[src/rtl/fetch_stage_if.sv]
// Fetch stage bundle: instruction memory read port, redirect strobe and the
// handshake toward decode. The fetch stage uses the master view; whatever
// sits around it (memory, decode, branch unit or a testbench) uses slave.
interface fetch_stage_if #(
  parameter int BUS_DATA_WIDTH = 64,
  parameter int BUS_INST_WIDTH = 32
);

  logic                      mem_req;
  logic [BUS_DATA_WIDTH-1:0] mem_addr;
  logic                      mem_ack;
  logic [BUS_INST_WIDTH-1:0] mem_rdata;

  logic                      redirect_valid;
  logic [BUS_DATA_WIDTH-1:0] redirect_pc;

  logic                      id_stall;
  logic                      id_read;
  logic                      if_write;
  logic [BUS_INST_WIDTH-1:0] inst;
  logic [BUS_DATA_WIDTH-1:0] out_PCplus4;
  logic                      fetch_empty;

  modport master (
    output mem_req, mem_addr,
    input  mem_ack, mem_rdata,
    input  redirect_valid, redirect_pc,
    input  id_stall, id_read,
    output if_write, inst, out_PCplus4, fetch_empty
  );

  modport slave (
    input  mem_req, mem_addr,
    output mem_ack, mem_rdata,
    output redirect_valid, redirect_pc,
    output id_stall, id_read,
    input  if_write, inst, out_PCplus4, fetch_empty
  );

endinterface

[src/rtl/fetch_stage.sv]
// Instruction fetch stage: walks a word-aligned fetch PC, issues reads to
// instruction memory and buffers returned words (with their PC+4) for decode.
// Build option FETCH_PREFETCH_EN: when defined the buffer holds two entries so
// fetch can run one instruction ahead of a stalled decode; when undefined the
// buffer holds one entry and a new request is only made once it drains.
// Reset is synchronous and active-high and wins over a redirect.
module fetch_stage #(
  parameter int                        BUS_DATA_WIDTH = 64,
  parameter int                        BUS_INST_WIDTH = 32,
  parameter logic [BUS_DATA_WIDTH-1:0] RESET_PC       = '0
) (
  input logic           clk,
  input logic           reset,
  fetch_stage_if.master bus
);

`ifdef FETCH_PREFETCH_EN
  localparam int DEPTH = 2;
`else
  localparam int DEPTH = 1;
`endif

  localparam logic [1:0] FULL_COUNT = 2'(DEPTH);

  typedef enum logic [1:0] {
    IDLE,
    REQ,
    WAIT
  } fetchState_t;

  fetchState_t r_state;
  fetchState_t w_nextState;

  logic [BUS_DATA_WIDTH-1:0] r_fpc;
  logic [BUS_INST_WIDTH-1:0] r_bufInst [DEPTH];
  logic [BUS_DATA_WIDTH-1:0] r_bufPc   [DEPTH];
  logic [1:0]                r_count;

  logic                      w_memReq;
  logic                      w_push;
  logic                      w_pop;
  logic [1:0]                w_countAfter;
  logic [1:0]                w_pushIdx;
  logic [BUS_DATA_WIDTH-1:0] w_fpcPlus4;
  logic [BUS_DATA_WIDTH-1:0] w_redirTarget;

  // A redirect throws away both the returning word and any decode transfer.
  assign w_fpcPlus4    = r_fpc + BUS_DATA_WIDTH'(4);
  assign w_redirTarget = bus.redirect_pc & ~BUS_DATA_WIDTH'(3);
  assign w_push        = w_memReq & bus.mem_ack & ~bus.redirect_valid;
  assign w_pop         = (r_count != 2'd0) & bus.id_read & ~bus.id_stall
                         & ~bus.redirect_valid;
  assign w_countAfter  = r_count + {1'b0, w_push} - {1'b0, w_pop};
  assign w_pushIdx     = r_count - {1'b0, w_pop};

  // Request FSM state register.
  always_ff @(posedge clk) begin
    if (reset) begin
      r_state <= IDLE;
    end else begin
      r_state <= w_nextState;
    end
  end

  // Next state: keep requesting while the buffer has room, park when full.
  always_comb begin
    w_nextState = r_state;
    if (bus.redirect_valid) begin
      w_nextState = REQ;
    end else begin
      case (r_state)
        IDLE: w_nextState = REQ;
        REQ: begin
          if (w_push && (w_countAfter == FULL_COUNT)) begin
            w_nextState = WAIT;
          end
        end
        WAIT: begin
          if (w_pop) begin
            w_nextState = REQ;
          end
        end
        default: w_nextState = IDLE;
      endcase
    end
  end

  // FSM outputs: the read request is only raised from the REQ state.
  always_comb begin
    w_memReq = 1'b0;
    case (r_state)
      REQ:     w_memReq = 1'b1;
      default: w_memReq = 1'b0;
    endcase
  end

  // Fetch PC: load the aligned redirect target, else step on each accepted word.
  always_ff @(posedge clk) begin
    if (reset) begin
      r_fpc <= RESET_PC;
    end else if (bus.redirect_valid) begin
      r_fpc <= w_redirTarget;
    end else if (w_push) begin
      r_fpc <= w_fpcPlus4;
    end
  end

  // Occupancy of the instruction buffer; a redirect empties it.
  always_ff @(posedge clk) begin
    if (reset) begin
      r_count <= 2'd0;
    end else if (bus.redirect_valid) begin
      r_count <= 2'd0;
    end else begin
      r_count <= w_countAfter;
    end
  end

  // Buffer storage: shift toward the head on a pop, write the new word behind the survivors.
  always_ff @(posedge clk) begin
    if (reset) begin
      for (int i = 0; i < DEPTH; i++) begin
        r_bufInst[i] <= '0;
        r_bufPc[i]   <= '0;
      end
    end else if (!bus.redirect_valid) begin
      for (int i = 0; i < DEPTH; i++) begin
        if (w_pop) begin
          r_bufInst[i] <= r_bufInst[(i + 1 < DEPTH) ? i + 1 : i];
          r_bufPc[i]   <= r_bufPc[(i + 1 < DEPTH) ? i + 1 : i];
        end
        if (w_push && (w_pushIdx == 2'(i))) begin
          r_bufInst[i] <= bus.mem_rdata;
          r_bufPc[i]   <= w_fpcPlus4;
        end
      end
    end
  end

  assign bus.mem_req     = w_memReq;
  assign bus.mem_addr    = r_fpc;
  assign bus.if_write    = (r_count != 2'd0);
  assign bus.fetch_empty = (r_count == 2'd0);
  assign bus.inst        = r_bufInst[0];
  assign bus.out_PCplus4 = r_bufPc[0];

endmodule
[src/flat_wrapper.sv]
// flat-port wrapper written by rule: the top's interface ports become plain ports
module fetch_stage_flat 
#(
  parameter int                        BUS_DATA_WIDTH = 64,
  parameter int                        BUS_INST_WIDTH = 32,
  parameter logic [BUS_DATA_WIDTH-1:0] RESET_PC       = '0
)
  (clk, reset, bus_mem_req, bus_mem_addr, bus_mem_ack, bus_mem_rdata, bus_redirect_valid, bus_redirect_pc, bus_id_stall, bus_id_read, bus_if_write, bus_inst, bus_out_PCplus4, bus_fetch_empty);
  fetch_stage_if #(.BUS_DATA_WIDTH(BUS_DATA_WIDTH), .BUS_INST_WIDTH(BUS_INST_WIDTH)) bus_i ();
  input logic clk;
  input logic reset;
  output wire logic [$bits(bus_i.mem_req)-1:0] bus_mem_req;
  output wire logic [$bits(bus_i.mem_addr)-1:0] bus_mem_addr;
  input wire logic [$bits(bus_i.mem_ack)-1:0] bus_mem_ack;
  input wire logic [$bits(bus_i.mem_rdata)-1:0] bus_mem_rdata;
  input wire logic [$bits(bus_i.redirect_valid)-1:0] bus_redirect_valid;
  input wire logic [$bits(bus_i.redirect_pc)-1:0] bus_redirect_pc;
  input wire logic [$bits(bus_i.id_stall)-1:0] bus_id_stall;
  input wire logic [$bits(bus_i.id_read)-1:0] bus_id_read;
  output wire logic [$bits(bus_i.if_write)-1:0] bus_if_write;
  output wire logic [$bits(bus_i.inst)-1:0] bus_inst;
  output wire logic [$bits(bus_i.out_PCplus4)-1:0] bus_out_PCplus4;
  output wire logic [$bits(bus_i.fetch_empty)-1:0] bus_fetch_empty;
  assign bus_mem_req = bus_i.mem_req;
  assign bus_mem_addr = bus_i.mem_addr;
  assign bus_i.mem_ack = bus_mem_ack;
  assign bus_i.mem_rdata = bus_mem_rdata;
  assign bus_i.redirect_valid = bus_redirect_valid;
  assign bus_i.redirect_pc = bus_redirect_pc;
  assign bus_i.id_stall = bus_id_stall;
  assign bus_i.id_read = bus_id_read;
  assign bus_if_write = bus_i.if_write;
  assign bus_inst = bus_i.inst;
  assign bus_out_PCplus4 = bus_i.out_PCplus4;
  assign bus_fetch_empty = bus_i.fetch_empty;
  fetch_stage #(.BUS_DATA_WIDTH(BUS_DATA_WIDTH), .BUS_INST_WIDTH(BUS_INST_WIDTH), .RESET_PC(RESET_PC)) u_core (.clk(clk), .reset(reset), .bus(bus_i));
endmodule
[config.mk]
export PLATFORM = sky130hd
export DESIGN_NAME = fetch_stage_flat
export DESIGN_NICKNAME = d
export VERILOG_FILES = /design/src/rtl/fetch_stage_if.sv /design/src/rtl/fetch_stage.sv /design/src/flat_wrapper.sv
export SDC_FILE = /design/constraint.sdc
export NUM_CORES = 1
export LEC_CHECK = 0
export BUFFER_PORTS_ARGS = -buffer_cell sky130_fd_sc_hd__buf_2
export CORE_ASPECT_RATIO = 1.25
export CORE_MARGIN = 5
export CORE_UTILIZATION = 52
export DETAILED_ROUTE_END_ITERATION = 8
export PLACE_DENSITY = 0.81
export SYNTH_ARGS = -nofsm -noshare
export SYNTH_HDL_FRONTEND = slang
export SYNTH_SLANG_ARGS = --single-unit
[constraint.sdc]
create_clock -name clk -period 5.5 [get_ports clk]
set_clock_uncertainty 0.15 [all_clocks]
set_input_delay 0.55 -clock clk [delete_from_list [all_inputs] [get_ports clk]]
set_output_delay 0.55 -clock clk [all_outputs]
set_load 0.01 [all_outputs]
======== After elaboration in Yosys (flattened, before gate mapping) ========
Memories as Yosys holds them, arrays and structs flattened.
Index checks and enable logic that the tools add are counted.
operators by class
  add/sub/neg operators ................... 4
  equal/unequal tests ..................... 7
  muxes and demuxes ....................... 21
  bitwise operators ....................... 7
  reduce and logical (&&, ||, !) cells .... 12
operators with widths
  cell                     number
  $mux W64                 3
  $add A64 B3 Y64 const B  1
  $reduce_or A64 Y1        1
  $mux W32                 1
  $reduce_or A32 Y1        1
  $mux W1                  14
  $logic_not A2 Y1         3
  $ne A3 B2 Y1 const B     2
  $pmux W2 S3              1
  $and A1 B1 Y1            5
  $eq A2 B1 Y1 const B     2
  $mux W2                  2
  $ne A2 B1 Y1 const B     2
  $reduce_and A2 Y1        2
  $reduce_bool A2 Y1       2
  $sub A2 B1 Y2            2
  $add A2 B1 Y2            1
  $eq A2 B2 Y1 const B     1
  $logic_and A1 B1 Y1      2
  $not A1 Y1               2
  $reduce_or A2 Y1         1
storage, ports and cells
  register bits after elaboration ......... 68
  bits in writable memories ............... 96
  input port bits ......................... 102
  output and inout bits ................... 163
  memories ................................ 2
memories
  memory            words  width  rd ports  clocked after Yosys merged registers in  wr ports  line               source
  u_core.r_bufPc    1      64     1         0                                        2         fetch_stage.sv:36  logic [BUS_DATA_WIDTH-1:0] r_bufPc [DEPTH];
  u_core.r_bufInst  1      32     1         0                                        2         fetch_stage.sv:35  logic [BUS_INST_WIDTH-1:0] r_bufInst [DEPTH];

======== Longest topological paths before layout ========
Gate-level depths: netlist of run 1.
  depth after elaboration ................. 11
  mapped depth ............................ 11
  depth with buffers taken out ............ 10

======== Least setup slack after synthesis of run 1 ========
OpenSTA, ideal clock, no wires.
  path type ............................... input to register
  from .................................... input port bus_redirect_valid
  to ...................................... memory u_core.r_bufInst[0][0], enable pin
  setup time .............................. 0.456 ns
  data arrival time ....................... 4.387 ns
  data required time ...................... 4.894 ns
  slack ................................... 0.508 ns
  stages on the path ...................... 11
  path buffers ............................ 3
  cell sequence ........................... clkbuf_1 -> nor2_1 -> nand3_1 -> inv_1 -> ha_1 -> xor2_1 -> nor3_1 -> nand2_1 -> clkbuf_1 -> clkbuf_1 -> nand2_1
RTL lines
  what                line                source
  start: declaration  flat_wrapper.sv:16  input wire logic [$bits(bus_i.redirect_valid)-1:0] bus_redirect_valid;
  end: declaration    fetch_stage.sv:35

======== Worst setup path after layout of run 1 ========
  from .................................... register u_core.r_fpc[11] (netlist: u_core.bus.mem_addr[11])
  to ...................................... register u_core.r_fpc[45] (netlist: u_core.bus.mem_addr[45])
on the way
  longest elaborated chain between the ends .. 3
RTL lines
  what                      line                source
  start: declaration        fetch_stage.sv:34   logic [BUS_DATA_WIDTH-1:0] r_fpc;
  start signal: assignment  fetch_stage.sv:102  r_fpc <= w_redirTarget;
  start signal: assignment  fetch_stage.sv:104  r_fpc <= w_fpcPlus4;
  $add A64 B3 Y64           fetch_stage.sv:48   assign w_fpcPlus4 = r_fpc + BUS_DATA_WIDTH'(4);
  $mux W64                  fetch_stage.sv:103  end else if (w_push) begin
  $mux W64                  fetch_stage.sv:101  end else if (bus.redirect_valid) begin
No other way between the ends. The select of a mux whose other input is x is not followed.
A chain may end at the register's enable or synchronous reset.

==> results.py, run 1 <==
metrics = {
    "yosys": {
        "synth_area_in_adders_pct": 0.449,
        "syn-cell-area_sq_um": 8350,
        "yosys-top-cells-area": "edfxtp_1 34%, dfxtp_1 16%, nor2_1 5.2%",
        "ys_ff_latch": 160,
        "yosysWarnings": 0,
        "synth_top_cell_by_area": "edfxtp_1",
        "syn_inst": 875,
        "synth_simple_gate_area_share_pct": 26.3,
        "number_of_flops_mapped_to_enable_cells_by_yosys": 94,
        "synth.avg_cell_area_sq_um": 9.55,
        "ys.flop_type": "edfxtp_1",
        "combinational_family_with_the_most_area_after_synthesis": "simple AND/OR/NAND/NOR gates",
        "post_synth_mux_area_share_pct": 1.45,
        "synth-async-reset-ratio_pct": 0,
        "synth_xor_area_share_pct": 8.39,
        "post_synth_num_cell_types": 50,
        "ys_seq_area_share_pct": 49.6,
        "netlist.area_leader.share_pct": 33.8,
        "synth_compound_area_share_pct": 9.26,
    },
    "die": {
        "floorplan.io_pins": 265,
        "placeableCoreArea_sq_um": 15700,
        "starting_density_pct": 53.2,
        "die_area_sq_um": 18700,
        "placement_rows": 51,
        "die-height_um": 152,
        "die_width_um": 123,
    },
    "routing": {
        "wl_per_cell_um": 19.6,
        "drc": 0,
        "finalWirelength_um": 25800,
        "ant_nets": 0,
        "firstDrtPassIters": 6,
        "dr.first_iter.drc_count": 661,
        "routed_via_density": 5.98,
        "dr_total_vias": 7891,
    },
    "sta": {
        "final.setup.tns_ns": 0,
        "postLayoutSetupSlackWorst_ns": 2.02,
        "setup_repair_after_global_routing_missed_its_margin": "no",
        "setup_viol": 0,
        "fin_crit_ns": 3.48,
        "worst_slew_margin_relative_to_its_limit_pct": 21.9,
        "timing.final.hold_violations": 0,
        "worst_slew_pin_slew_ns": 1.17,
        "drv_slew": 0,
        "final.period_utilization_pct": 63.3,
        "holdWs_ns": 0.194,
        "clock.fmax_mhz": 287,
    },
    "clock_network": {
        "holdBufCountCts": 0,
        "max_root_sink_buffers": 2,
        "worstSkewPairLatency_ns": 0.43,
        "clkSlewWorstSetupHoldPaths_ns": 0.07,
        "clock_sink_count": 160,
        "clockRootBuffer": "clkbuf_16",
        "cts_post_setup_buffers_inserted": 0,
        "post_cts_resize_count": 0,
        "tritoncts_clock_tree": "done",
        "numCtsBuffers": 17,
        "maximum_level_of_the_cts_h_tree": 4,
    },
    "finish": {
        "most-common-layout-cells": "258 x buf_2, 114 x nor2_1, 94 x edfxtp_1, 66 x dfxtp_1, 48 x nand2_1",
        "layout_commonest_cell": "buf_2",
        "layout-drive-gt1-share_pct": 29.0,
        "post-route-util_pct": 65.8,
        "fin_nets": 1197,
        "syn_to_final_growth_pct": 23.6,
    },
    "power": {
        "total_power_density_per_cell_area_nw_per_um2": 279,
        "power.ir.vdd_worst_mv": 0.180,
        "power_leakage_nw": 4.14,
    },
    "setup_path": {
        "path_max_fanout": 13,
        "timing.critical_path.from_type": "register",
        "cp-end-kind": "register",
        "required_time_of_the_critical_path_ns": 5.65,
        "cp.arrival_ns": 3.63,
        "critical_path.reg2reg.startpoint": "u_core.bus.mem_addr[11]$_SDFFE_PP0P_",
        "critPathLaunch": "u_core.bus.mem_addr[11]$_SDFFE_PP0P_",
        "worst-setup-path-type": "reg -> reg",
    },
    "global_routing": {
        "first_global_vias": 7390,
        "globalRouteOverflowTotal": 0,
        "grt_pass1_wl_um": 38800,
        "grt_usage_pct": 26.9,
        "number_of_antenna_violations_at_the_first_check_in_global_routing": 2,
        "maximum_number_of_pins_on_one_net_before_global_route_repair": 65,
    },
    "placed_design": {
        "globalplace.congestion": 0.921,
        "io_buffers": 258,
        "place.detailed.hpwl_um": 18200,
        "pre_cts_ws_ns": 2.13,
    },
    "hold_path": {
        "hold_class": "in -> reg",
        "min-delay-start": "bus_redirect_pc[9]",
    },
    "outcome": {
        "result_of_the_run": "finished, final reports clean",
    },
    "flow_run": {
        "maxCapViolCount": 0,
    },
}
==> per-stage QoR <==
| step | std cells | power, mW | instance area [sq um] |
|---|---|---|---|
| 6_report | 1319 | 2.88 | 10300 |
| 5_1_grt | 1318 | 2.98 | 10300 |
| 4_1_cts | 1317 | 2.88 | 10300 |
| 3_5_place_dp | 1285 | 1.74 | 9740 |
| 3_3_place_gp | 1285 | 1.74 | 9740 |
| 2_1_floorplan | 878 | 1.59 | 8370 |
==> synthesized netlist by cell type, types with 2 or more instances <==
cell type	number
and3_1	43
a311oi_1	15
a21oi_1	24
clkbuf_1	55
nor4_1	21
nor2b_1	2
dfxtp_1	66
a211oi_1	31
buf_2	8
nand2_1	50
xnor2_1	34
a2111oi_0	6
o211ai_1	2
buf_1	9
o31ai_1	4
nand3b_1	2
nand4_1	47
inv_1	13
nand2b_1	2
and2_1	8
nand3_1	38
edfxtp_1	94
nor3_1	23
xor2_1	46
ha_1	3
or4_1	10
o21ai_0	27
and4_1	14
nor2_1	115
or2_2	2
buf_4	4
or3_1	27
mux2i_1	11
nor4_2	2
or4_4	2
==> power by group <==
group,switching [mW],internal [mW],total [mW]
logic,0.179,0.126,0.305
clock network,0.523,0.634,1.16
registers,0.0809,1.33,1.41
==> cells by family (layout without fill, tap and decap cells) <==
kind of cell,count (synthesis),in the layout
AND/OR/NAND/NOR,413,413
multiplexers,12,12
adder cells (fa/ha/maj),3,3
XOR/XNOR,80,80
AO/OA/AOI/OAI,115,115
other,1,6
flip-flops,160,160
buffers and inverters,91,318
==> critical path: stages, from the launching register on <==
cell       delay [ns]
dfxtp_1          0.53
nand3_1          0.38
or4_1            0.90
nor2_1           0.78
a211oi_1         0.18
a2111oi_0        0.43
==> flip-flops by register name, indices dropped and copies added, names as in the netlist <==
signal               cells
u_core.r_bufInst        32
u_core.bus.mem_addr     62
u_core.r_count           2
u_core.r_bufPc          62
u_core.r_state           2
==> layer usage <==
metal	GRT usage [%]	part of all wire, %
met4	13.5	3.9
met1	34.0	38
met2	43.7	48
met3	5.64	9.9
met5	0	0.027
==> layout make-up <==
| type | count | area [sq um] |
|---|---|---|
| inverter | 14 | 52.6 |
| timing repair buffer | 272 | 1410 |
| antenna | 2 | 5.00 |
| multi-input combinational | 627 | 3870 |
| fill | 1314 | 5380 |
| clock buffer | 17 | 425 |
| clock inverter | 15 | 150 |
| tap | 212 | 265 |
| sequential | 160 | 4140 |
==> path summary, 6_finish.rpt <==
check | endpoint | cells past startpoint | slack, ns
setup / recovery | u_core.bus.mem_addr[45]$_SDFFE_PP0P_ | 5 | 2.02
hold / removal | u_core.bus.mem_addr[9]$_SDFFE_PP0P_ | 2 | 0.19
setup reg to reg | u_core.bus.mem_addr[45]$_SDFFE_PP0P_ | 5 | 2.02
hold reg to reg | u_core.r_state[1]$_SDFFE_PP0P_ | 2 | 0.39
Power figures use the tool's default switching activity.
==> run 2: changes to the inputs <==
- clock period: 5.5 -> 3.55 ns (I/O delays scaled with it)
==> run 2 against run 1 <==
Routed wire length grew 2.4%. Combinational power grew 61%. First-iteration DRC count grew 21%. Utilization grew 1.1 points. Clock power grew 69%. Cell count grew 0.99%. Critical path type unchanged. Largest cell class unchanged. Largest power group unchanged.
==> results.py, run 2 (synthesized netlist as in run 1, its figures left out) <==
metrics = {
    "clock_network": {
        "post_cts_resize_count": 0,
        "tritoncts_clock_tree": "done",
        "maximum_level_of_the_cts_h_tree": 4,
        "worstSkewPairLatency_ns": 0.43,
        "max_root_sink_buffers": 2,
        "numCtsBuffers": 17,
        "holdBufCountCts": 0,
        "clkSlewWorstSetupHoldPaths_ns": 0.07,
        "clockRootBuffer": "clkbuf_16",
        "cts_post_setup_buffers_inserted": 0,
        "clock_sink_count": 160,
    },
    "routing": {
        "wl_per_cell_um": 19.8,
        "ant_nets": 0,
        "dr_total_vias": 8006,
        "firstDrtPassIters": 6,
        "routed_via_density": 6.01,
        "drc": 0,
        "dr.first_iter.drc_count": 799,
        "finalWirelength_um": 26400,
    },
    "setup_path": {
        "required_time_of_the_critical_path_ns": 3.68,
        "regToRegSetupSlack_ns": 0.37,
        "timing.critical_path.from_type": "register",
        "cp-end-kind": "register",
        "cp_cell_sequence": "ha_1 -> nand4_1 -> nor4_2 -> buf_4 -> nand4_1 -> or4_1 -> a21oi_1",
        "cp.arrival_ns": 3.31,
        "path_max_fanout": 15,
        "cpLargestDelayFamily": "simple AND/OR/NAND/NOR gates",
        "regToRegEndpoint": "u_core.r_bufPc[0][60]$_SDFFCE_PN0P_",
        "worst-setup-path-type": "reg -> reg",
        "critical_path.reg2reg.startpoint": "u_core.bus.mem_addr[2]$_SDFFE_PP0P_",
        "worst_path_most_repeated_cell": "nand4_1",
        "buf_inv_stages_crit_path": 1,
        "slowest_library_cell_on_the_worst_path": "or4_1",
        "critical_path.max_stage_delay_ns": 0.61,
        "ff2ff_path_depth": 7,
    },
    "hold_path": {
        "hold_class": "in -> reg",
        "whs_endpoint": "u_core.bus.mem_addr[5]$_SDFFE_PP0P_",
        "min-delay-start": "bus_redirect_pc[5]",
        "worst_hold_path.num_cells": 3,
    },
    "power": {
        "power.ir.vdd_worst_mv": 0.394,
        "total_power_density_per_cell_area_nw_per_um2": 442,
        "total_power_consumption_mw": 4.64,
        "power_leakage_nw": 4.24,
    },
    "global_routing": {
        "maximum_number_of_pins_on_one_net_before_global_route_repair": 64,
        "number_of_antenna_violations_at_the_first_check_in_global_routing": 2,
        "grt_usage_pct": 27.6,
        "globalRouteOverflowTotal": 0,
        "first_global_vias": 7513,
        "grt_pass1_wl_um": 40100,
    },
    "finish": {
        "instances_no_fill": 1332,
        "final-seq-area_sq_um": 4140,
        "fill_cell_instance_count_of_the_final_layout": 1288,
        "layout_commonest_cell": "buf_2",
        "layout-drive-gt1-share_pct": 29.7,
        "fin_nets": 1210,
        "syn_to_final_growth_pct": 25.6,
        "most-common-layout-cells": "258 x buf_2, 114 x nor2_1, 94 x edfxtp_1, 66 x dfxtp_1, 48 x nand2_1",
        "area_occupied_by_multi_input_gates_sq_um": 3870,
    },
    "sta": {
        "final.period_utilization_pct": 89.7,
        "worst_slew_pin_slew_ns": 0.770,
        "setup_repair_after_global_routing_missed_its_margin": "no",
        "postLayoutSetupSlackWorst_ns": 0.367,
        "clock.fmax_mhz": 314,
        "setup_viol": 0,
        "timing.final.hold_violations": 0,
        "fin_crit_ns": 3.18,
        "worst_slew_margin_relative_to_its_limit_pct": 48.7,
        "drv_slew": 0,
        "final.setup.tns_ns": 0,
    },
    "placed_design": {
        "place.detailed.hpwl_um": 18500,
        "pre_cts_ws_ns": 0.498,
        "placed_cells_incl_taps": 1298,
        "globalplace.congestion": 0.913,
        "io_buffers": 258,
    },
    "flow_run": {
        "maxCapViolCount": 0,
    },
    "die": {
        "die-height_um": 152,
        "die_width_um": 123,
        "placement_rows": 51,
        "starting_density_pct": 53.2,
        "die_area_sq_um": 18700,
        "floorplan.io_pins": 265,
        "placeableCoreArea_sq_um": 15700,
    },
    "outcome": {
        "result_of_the_run": "finished, final reports clean",
    },
}
[run 2: worst max-delay path by stage]
stage,start,end,slack (ns),cells after the start
global route,u_core.bus.mem_addr[2]$_SDFFE_PP0P_,u_core.r_bufPc[0][60]$_SDFFCE_PN0P_,0.24,7
finish,u_core.bus.mem_addr[2]$_SDFFE_PP0P_,u_core.r_bufPc[0][60]$_SDFFCE_PN0P_,0.37,7
global placement,u_core.bus.mem_addr[2]$_SDFFE_PP0P_,u_core.r_bufPc[0][60]$_SDFFCE_PN0P_,0.55,7
floorplan,bus_redirect_valid,u_core.r_bufInst[0][0]$_SDFFCE_PN0P_,0.11,11
CTS,u_core.bus.mem_addr[2]$_SDFFE_PP0P_,u_core.r_bufPc[0][60]$_SDFFCE_PN0P_,0.45,7
detailed placement,u_core.bus.mem_addr[2]$_SDFFE_PP0P_,u_core.r_bufPc[0][60]$_SDFFCE_PN0P_,0.50,7
[run 2: worst register-to-register path: stages, from the launching register on]
cell,delay [ns]
dfxtp_1,0.46
ha_1,0.31
nand4_1,0.28
nor4_2,0.39
buf_4,0.27
nand4_1,0.42
or4_1,0.62
a21oi_1,0.15
[run 2: metrics by stage]
stage               utilization, %  hold WS (ns)  area [sq um]
CTS                           66.8        0.0175         10500
floorplan                        -         0.343          8370
finish                        66.8        0.0226         10500
detailed placement            62.8         0.383          9860
global route                  66.8        0.0303         10500
global placement              62.8         0.371          9860
[run 2: area by class of cell]
type                            instances  area share, %
Antenna cell                            2         0.0477
Clock buffer                           17           4.06
Clock inverter                         15           1.86
Inverter                               14          0.501
Multi-Input combinational cell        627           36.9
Sequential cell                       160           39.5
Tap cell                              212           2.53
Timing Repair Buffer                  285           14.6
[run 2: routing by layer]
layer  GRT usage [%]  part of all wire (%)  vias to the layer above
met5               0                     0                        -
met4            8.09                   1.9                        0
met3            5.16                    10                       55
met2            46.3                    49                      450
met1            36.3                    39                     3812
li1                -                     -                     3689
[run 2: report_power, final]
part / leakage [nW] / internal [mW] / total [mW] / switching [mW]
clock network: 0.299 / 1.13 / 1.96 / 0.832
registers: 1.53 / 2.06 / 2.18 / 0.119
logic: 2.42 / 0.203 / 0.492 / 0.289
==> run 3: changes to the inputs <==
- CAP_MARGIN: unset -> 20
- CORE_ASPECT_RATIO: 1.25 -> unset
==> run 3 against run 2 <==
Via count down 1.2%. Non-clock buffer count is 2 higher. Critical endpoint unchanged. First-iteration DRC count increased by 2.0%. Combinational power hardly changed. Critical path type unchanged. Largest power group unchanged. Register-to-register slack better by 0.02 ns. Sequential share of layout area grew 0.095 points. Sequential power about the same.
==> results.py, run 3 (synthesized netlist as in run 1, its figures left out) <==
metrics = {
    "global_routing": {
        "first_global_vias": 7312,
        "grt_usage_pct": 26.5,
        "maximum_number_of_pins_on_one_net_before_global_route_repair": 57,
        "globalRouteOverflowTotal": 0,
        "grt_pass1_wl_um": 38600,
        "number_of_antenna_violations_at_the_first_check_in_global_routing": 1,
    },
    "setup_path": {
        "required_time_of_the_critical_path_ns": 3.68,
        "critical_path.max_stage_delay_ns": 0.64,
        "ff2ff_path_depth": 7,
        "regToRegEndpoint": "u_core.r_bufPc[0][60]$_SDFFCE_PN0P_",
        "slowest_library_cell_on_the_worst_path": "or4_1",
        "cp.arrival_ns": 3.30,
        "timing.critical_path.from_type": "register",
        "critical_path.reg2reg.startpoint": "u_core.bus.mem_addr[2]$_SDFFE_PP0P_",
        "worst-setup-path-type": "reg -> reg",
        "cpLargestDelayFamily": "simple AND/OR/NAND/NOR gates",
        "path_max_fanout": 17,
        "cp_cell_sequence": "ha_1 -> nand4_1 -> nor4_2 -> buf_4 -> nand4_1 -> or4_1 -> a21oi_1",
        "buf_inv_stages_crit_path": 1,
        "regToRegSetupSlack_ns": 0.39,
        "worst_path_most_repeated_cell": "nand4_1",
        "cp-end-kind": "register",
    },
    "finish": {
        "fin_nets": 1212,
        "area_occupied_by_multi_input_gates_sq_um": 3870,
        "layout_commonest_cell": "buf_2",
        "final-seq-area_sq_um": 4140,
        "syn_to_final_growth_pct": 25.3,
        "most-common-layout-cells": "258 x buf_2, 114 x nor2_1, 94 x edfxtp_1, 66 x dfxtp_1, 48 x nand2_1",
        "fill_cell_instance_count_of_the_final_layout": 1253,
        "layout-drive-gt1-share_pct": 29.5,
    },
    "hold_path": {
        "hold_class": "in -> reg",
        "worst_hold_path.num_cells": 2,
        "whs_endpoint": "u_core.bus.mem_addr[9]$_SDFFE_PP0P_",
        "min-delay-start": "bus_redirect_pc[9]",
    },
    "sta": {
        "drv_slew": 0,
        "timing.final.hold_violations": 0,
        "fin_crit_ns": 3.16,
        "clock.fmax_mhz": 316,
        "final.period_utilization_pct": 89.1,
        "worst_slew_margin_relative_to_its_limit_pct": 31.2,
        "worst_slew_pin_slew_ns": 1.03,
        "setup_viol": 0,
        "setup_repair_after_global_routing_missed_its_margin": "no",
        "final.setup.tns_ns": 0,
    },
    "clock_network": {
        "post_cts_resize_count": 0,
        "max_root_sink_buffers": 2,
        "tritoncts_clock_tree": "done",
        "clockRootBuffer": "clkbuf_16",
        "clock_sink_count": 160,
        "cts_post_setup_buffers_inserted": 0,
        "clkSlewWorstSetupHoldPaths_ns": 0.07,
        "worstSkewPairLatency_ns": 0.43,
        "holdBufCountCts": 0,
        "numCtsBuffers": 17,
        "maximum_level_of_the_cts_h_tree": 4,
    },
    "placed_design": {
        "place.detailed.hpwl_um": 18100,
        "globalplace.congestion": 0.946,
        "io_buffers": 258,
    },
    "routing": {
        "finalWirelength_um": 25500,
        "wl_per_cell_um": 19.1,
        "routed_via_density": 5.91,
        "dr_total_vias": 7908,
        "dr.first_iter.drc_count": 815,
        "firstDrtPassIters": 6,
        "ant_nets": 0,
        "drc": 0,
    },
    "power": {
        "power.share.clock_pct": 40.5,
        "power.switching_fraction_pct": 25.6,
        "netSwitchingPower_mw": 1.15,
        "total_power_consumption_mw": 4.49,
        "power_frac_seq_pct": 48.6,
        "power.ir.vdd_worst_mv": 0.320,
        "total_internal_power_mw": 3.34,
        "total_power_density_per_cell_area_nw_per_um2": 429,
        "combinational_cell_fraction_of_total_power_pct": 10.9,
        "power_leakage_nw": 4.23,
    },
    "die": {
        "die-height_um": 137,
        "die_width_um": 137,
        "die_area_sq_um": 18700,
        "floorplan.io_pins": 265,
        "placeableCoreArea_sq_um": 15800,
        "placement_rows": 46,
        "starting_density_pct": 52.8,
    },
    "outcome": {
        "result_of_the_run": "finished, final reports clean",
    },
    "flow_run": {
        "maxCapViolCount": 0,
    },
}
[run 3: final cells by class]
class / instances / share of cell area [%]
tap: 216 / 2.58
clock buffer: 23 / 4.47
clock inverter: 9 / 1.05
multi-input combinational: 627 / 37.0
antenna: 1 / 0.0239
inverter: 14 / 0.502
sequential: 160 / 39.6
timing repair buffer: 287 / 14.8
[run 3: worst max path at each step]
stage | start | to | cells after the start
after floorplan | bus_redirect_valid | u_core.r_bufInst[0][0]$_SDFFCE_PN0P_ | 11
after global placement | u_core.bus.mem_addr[2]$_SDFFE_PP0P_ | u_core.r_bufPc[0][60]$_SDFFCE_PN0P_ | 7
after detailed placement | u_core.bus.mem_addr[2]$_SDFFE_PP0P_ | u_core.r_bufPc[0][60]$_SDFFCE_PN0P_ | 7
after CTS | u_core.bus.mem_addr[2]$_SDFFE_PP0P_ | u_core.r_bufPc[0][60]$_SDFFCE_PN0P_ | 7
after global routing | u_core.bus.mem_addr[2]$_SDFFE_PP0P_ | u_core.r_bufPc[0][60]$_SDFFCE_PN0P_ | 7
final | u_core.bus.mem_addr[2]$_SDFFE_PP0P_ | u_core.r_bufPc[0][60]$_SDFFCE_PN0P_ | 7
[run 3: power by group through the flow]
stage / logic [mW] / registers [mW] / clock network (mW)
after floorplan: 0.238 / 2.22 / 0
after global placement: 0.481 / 2.21 / 0
after detailed placement: 0.488 / 2.21 / 0
after CTS: 0.491 / 2.18 / 1.82
after global routing: 0.533 / 2.19 / 1.92
final: 0.490 / 2.18 / 1.82
[run 3: layer usage]
layer	wire length [um]	track usage, %	vias to the layer above
met4	560	9.18	0
met1	10200	35.0	3661
met2	12000	42.6	507
li1	-	-	3689
met3	2760	6.40	51
met5	0	0	-
[run 3: through the flow]
| step | hold slack, ns | worst slack (ns) | cells | area (sq um) | utilization, % |
|---|---|---|---|---|---|
| after floorplan | 0.343 | 0.108 | 878 | 8370 | - |
| after global placement | 0.370 | 0.538 | 1304 | 9880 | 62.5 |
| after detailed placement | 0.386 | 0.474 | 1304 | 9880 | 62.5 |
| after CTS | 0.000182 | 0.450 | 1336 | 10500 | 66.1 |
| after global routing | 0.0192 | 0.190 | 1337 | 10500 | 66.1 |
| final | 0.00371 | 0.386 | 1337 | 10500 | 66.1 |
